===== config.mk =====
export PLATFORM = sky130hd
export DESIGN_NAME = share_recombiner
export DESIGN_NICKNAME = d
export VERILOG_FILES = /design/src/rtl/share_recombiner_pkg.sv /design/src/rtl/share_recombiner.sv
export SDC_FILE = /design/constraint.sdc
export NUM_CORES = 1
export LEC_CHECK = 0
export ABC_AREA = 0
export CAP_MARGIN = 30
export CORE_AREA = 2 2 39 41
export CTS_CLUSTER_DIAMETER = 80
export CTS_CLUSTER_SIZE = 25
export DETAILED_ROUTE_END_ITERATION = 8
export DIE_AREA = 0 0 41 43
export MAX_ROUTING_LAYER = met4
export PLACE_DENSITY = 0.87
export SLEW_MARGIN = 15
export SYNTH_ARGS = -nofsm -noshare
export SYNTH_HDL_FRONTEND = slang
export SYNTH_SLANG_ARGS = --single-unit

===== constraint.sdc =====
create_clock -name in_clock -period 2 [get_ports in_clock]
set_input_delay 0.4 -clock in_clock [delete_from_list [all_inputs] [get_ports in_clock]]
set_output_delay 0.4 -clock in_clock [all_outputs]
set_load 0.02 [all_outputs]

===== src/rtl/share_recombiner_pkg.sv =====
// Shared types for the masked-share recombiner.
//   recomb_state_t : two-state control FSM encoding (collecting shares / presenting value)
package share_recombiner_pkg;

  typedef enum logic {
    RECOMB_COLLECT = 1'b0,
    RECOMB_OUTPUT  = 1'b1
  } recomb_state_t;

endpackage : share_recombiner_pkg


===== src/rtl/share_recombiner.sv =====
// share_recombiner
//   Receives the NUM_SHARES Boolean shares of one masked value serially (share 0 first,
//   one per valid/ready handshake), XOR-accumulates them, and presents the unmasked value
//   on a valid/ready output once every share has arrived. out_value reads as zero whenever
//   no complete recombination is being presented.
// Ports
//   in_clock        : clock, all state updates on rising edge
//   in_reset        : synchronous active-low reset
//   in_share        : incoming share (WIDTH bits)
//   in_share_valid  : in_share is valid
//   out_share_ready : block accepts a share this cycle
//   out_value       : recombined value, zero when out_value_valid=0
//   out_value_valid : out_value holds a complete recombination
//   in_value_ready  : consumer accepts out_value this cycle
module share_recombiner
  import share_recombiner_pkg::*;
#(
  parameter int NUM_SHARES = 2,
  parameter int WIDTH      = 8
) (
  input  logic             in_clock,
  input  logic             in_reset,
  input  logic [WIDTH-1:0] in_share,
  input  logic             in_share_valid,
  output logic             out_share_ready,
  output logic [WIDTH-1:0] out_value,
  output logic             out_value_valid,
  input  logic             in_value_ready
);

  // Width guard keeps elaboration well-formed long enough for the error below to fire.
  localparam int IDX_W = (NUM_SHARES >= 2) ? $clog2(NUM_SHARES) : 1;

  typedef logic [IDX_W-1:0] share_idx_t;
  typedef logic [WIDTH-1:0] value_t;

  localparam share_idx_t LAST_IDX = share_idx_t'(NUM_SHARES - 1);

  if (NUM_SHARES < 2) begin : g_bad_num_shares
    $error("share_recombiner: NUM_SHARES must be >= 2");
  end

  recomb_state_t state_q, state_d;
  share_idx_t    count_q, count_d;
  value_t        acc_q,   acc_d;
  // Low while reset is held and for the reset cycle itself, so the block never
  // advertises ready before reset has been released.
  logic          armed_q;

  logic share_hs;
  logic value_hs;

  assign share_hs = in_share_valid & out_share_ready;
  assign value_hs = out_value_valid & in_value_ready;

  // State register: reset dominates any handshake in the same cycle.
  always_ff @(posedge in_clock) begin
    if (!in_reset) begin
      state_q <= RECOMB_COLLECT;
      count_q <= '0;
      acc_q   <= '0;
      armed_q <= 1'b0;
    end else begin
      state_q <= state_d;
      count_q <= count_d;
      acc_q   <= acc_d;
      armed_q <= 1'b1;
    end
  end

  // Next-state logic.
  always_comb begin
    state_d = state_q;
    count_d = count_q;
    acc_d   = acc_q;
    case (state_q)
      RECOMB_COLLECT: begin
        if (share_hs) begin
          // Share 0 loads, so nothing from a previous value can leak into this one.
          acc_d = (count_q == '0) ? in_share : (acc_q ^ in_share);
          if (count_q == LAST_IDX) begin
            count_d = '0;
            state_d = RECOMB_OUTPUT;
          end else begin
            count_d = count_q + 1'b1;
          end
        end
      end
      RECOMB_OUTPUT: begin
        if (value_hs) begin
          acc_d   = '0;
          state_d = RECOMB_COLLECT;
        end
      end
      default: begin
        state_d = RECOMB_COLLECT;
        count_d = '0;
        acc_d   = '0;
      end
    endcase
  end

  // Output decode from registered state only.
  always_comb begin
    out_share_ready = armed_q & (state_q == RECOMB_COLLECT);
    out_value_valid = (state_q == RECOMB_OUTPUT);
    out_value       = out_value_valid ? acc_q : '0;
  end

endmodule : share_recombiner

# Yosys cells after proc, flatten, opt, wreduce, memory -nomap -nowiden
# Index checks and enable logic that the tools add are counted.
# word_totals
ff_bits,11
word_cells,25
# classes
add_sub_neg,1
n_eq_ne,2
mux,11
n_bitwise,5
reduce_logical,2
# op_table
op,n
$mux W8,4
$pmux W8 S2,1
$xor A8 B8 Y8,1
$mux W1,5
$reduce_and A2 Y1,2
$and A1 B1 Y1,3
$ne A2 B1 Y1 const B,1
$ne A2 B2 Y1 const B,1
$pmux W1 S2,1
$add A1 B1 Y1 const B,1
$not A1 Y1,1

# Longest topological paths before layout
# logic_depth
depth_word,5
mapped_depth,4
mapped_depth_nobuf,3

# Worst setup path after synthesis
# OpenSTA, ideal clock, no wires.
# synth_path
kind,reg2out
from,register state_q (netlist: out_value_valid)
to,output out_value[0]
arrival_ns,1.002
required_ns,1.600
slack_ns,0.598
path_stages_with_launch,3
path_buffers,1
cell_sequence,dfxtp_1 -> clkbuf_2 -> and2_1
# synth_between
elab_chain_cells,1
# synth_lines
item,line_no,source
start: declaration,share_recombiner.sv:43,"recomb_state_t state_q, state_d;"
start signal: assignment,share_recombiner.sv:64,state_q <= state_d;
$mux W8,share_recombiner.sv:107,out_value = out_value_valid ? acc_q : '0;
end: declaration,share_recombiner.sv:26,"output logic [WIDTH-1:0] out_value,"
# Every way passes these cells.

# Worst setup path after layout
# layout_path
from,register state_q (netlist: out_value_valid)
to,output out_value[6]
# Same word-level chain as after synthesis.

==> impl_metrics.csv <==
group,metric,value,unit
sta,finalSetupTns,0,ns
drt,drt_wl_total,1200,µm
clock_network,cts_setup_buffers,0,
clock_network,tritoncts.num_buffers,3,
floorplanning,initial_utilization,39.5,%
floorplanning,die_h,43,µm
clock_network,h-tree-depth,1,
layout,nets,101,
critical_path,path_class,"reg2out",
floorplanning,die_x,41,µm
logic_synthesis,ys_seq_area_share,40.3,%
sta,final-setup-viol-count,0,
critical_path,crit_path_max_fanout,16,
logic_synthesis,ys_warn_count,0,
global_route,grt_max_degree,17,
drt,via_per_inst,5.23,
worst_hold_path,hp-class,"reg2reg",
drt,drtAntennaViolNets,0,
critical_path,arrival,1.57,ns
logic_synthesis,syn_area,547,µm²
sta,relSlewSlack,76.4,%
drt,drt_iter0_markers,5,
sta,tightest_slew,0.353,ns
global_route,grt_pass1_wl,1990,µm
layout,area_growth,43.5,%
floorplanning,num_rows,14,
power,p_per_area,630,mW/mm²
logic_synthesis,ys_seq_elements,11,
place,gp_congestion,0.723,
place,portBuffers,21,
clock_network,cts_sinks,11,
critical_path,cp-start-kind,"register",
outcome,status,"completed",
floorplanning,die_area,0.00176,mm²
clock_network,ctsHoldBuffers,0,
sta,fmax,508,MHz
critical_path,cp-startpoint,"out_value_valid",
critical_path,r2r_end,"acc_q[7]",
sta,drv_slew,0,
power,p_leak,0.000283,µW
clock_network,clock-root-buffer,"clkbuf_4",
logic_synthesis,synth_nets,78,
drt,vias,544,
critical_path,r2r_cells,3,
sta,skew,0.00386,ns
sta,hold_violations,0,
logic_synthesis,syn_avg_cell_area,8.28,µm²
logic_synthesis,synth_cell_types,15,
sta,rsz0062_at_grt,"no",
layout,layout_commonest_cell,"clkdlybuf4s50_1",
sta,whs,0.514,ns
critical_path,end_kind,"primary output",
layout,antenna_cells,0,
sta,fin_crit,1.97,ns
clock_network,tritoncts,"built",
global_route,overflow,0,
drt,drc,0,
critical_path,endpoint,"out_value[6]",
clock_network,clkLatencyLatePin,0.27,ns
flow_run,max_cap_viol_count,0,
floorplanning,pin_count,22,
layout,final_cell_mix,"21 x clkdlybuf4s50_1, 16 x a21oi_1, 10 x and2_1, 10 x dfxtp_1, 9 x nand2_1",
drt,wire_per_inst,11.5,µm
floorplanning,core_area,0.00138,mm²
global_route,grt_pass1_vias,478,
logic_synthesis,synthCells,66,
clock_network,path_clk_slew,0.07,ns
global_route,grtUsageTotal,16.6,%
global_route,antenna_found_initial,0,
clock_network,clock_path_buffers,2,
layout,drive_gt1_share,5.68,%
sta,fin_crit_sh,98.5,%
critical_path,timing.rr.start,"out_value_valid",
critical_path,required,1.60,ns
drt,dr.pass1.iters,3,
place,post-dp-hpwl,885,µm
critical_path,r2r_slack,0.71,ns
power,vdd_ir_drop_max,0.330,mV
==> sequential cells by signal (all words and copies together) (netlist names) <==
register	cells
acc_q	8
out_value_valid	1
count_q	1
armed_q	1
==> cell usage after synthesis <==
library cell	number	share of area [%]
a21oi_1	16	15
dfxtp_1	11	40
and2_1	10	11
nand2_1	9	6.2
o22ai_1	8	9.2
buf_4	2	2.7
nand3_1	2	1.8
and3b_1	1	1.6
and4b_1	1	1.8
clkbuf_2	1	0.91
mux2i_1	1	1.8
nand3b_1	1	1.4
nor2b_1	1	1.1
nor3b_4	1	3.4
xnor2_1	1	1.6
==> final cells by class <==
class,instances,area [µm²]
Timing Repair Buffer,21,210
Sequential cell,11,221
Multi-Input combinational cell,52,307
Tap cell,16,20.0
Clock buffer,4,26.3
Fill cell,135,599
==> metrics by stage <==
| step | setup WS [ns] | cells | util (%) | area, µm² | power [µW] |
|---|---|---|---|---|---|
| 6_report | 0.0298 | 104 | 56.7 | 785 | 494 |
| 5_1_grt | 0.000176 | 104 | 56.7 | 785 | 517 |
| 4_1_cts | 0.0273 | 104 | 56.7 | 785 | 496 |
| 3_5_place_dp | 0.143 | 100 | 54.7 | 757 | 351 |
| 3_3_place_gp | 0.192 | 100 | 54.7 | 757 | 346 |
| 2_1_floorplan | 0.598 | 66 | - | 547 | 309 |
==> kinds of logic after synthesis <==
kind of cell / after synthesis / synth area share [%]
muxes: 1 / 1.83
AOI/OAI and AO/OA: 24 / 23.8
DFF: 11 / 40.3
xor gates and xnor gates: 1 / 1.60
and+or+nand+nor: 26 / 28.8
buffers and inverters: 3 / 3.66
==> report_power, final <==
group	total (µW)	switching [µW]	internal (µW)
Sequential	254	15.5	238
Combinational	91.5	40.8	50.7
Clock	149	72.0	77.3
Total	494	128	366
==> what timing repair did <==
item | CTS | global route
hold endpoints to repair | 0 | 0
endpoints found under the setup margin | 9 | 0
resized for setup | 1 | 0
==> per-layer routing <==
layer	vias up	GRT usage, %	wire, µm
met3	3	3.14	66
met2	17	23.8	589
met5	-	-	0
met4	0	6.00	19
li1	281	-	-
met1	243	22.7	523
==> how the worst min path moves through the flow <==
stage | from | to | slack (ns) | cells past startpoint
2_1_floorplan | in_reset | armed_q | 0.43 | 0
3_3_place_gp | acc_q[3] | acc_q[3] | 0.49 | 2
3_5_place_dp | acc_q[4] | acc_q[4] | 0.51 | 2
4_1_cts | acc_q[0] | acc_q[0] | 0.52 | 2
5_1_grt | acc_q[7] | acc_q[7] | 0.55 | 2
6_report | acc_q[6] | acc_q[6] | 0.51 | 2
==> critical path: stages, from the launching register on <==
cell and delay (ns):
dfxtp_2 0.50, and2_1 0.18, clkdlybuf4s50_1 0.61
(Power assumes the default switching activity.)
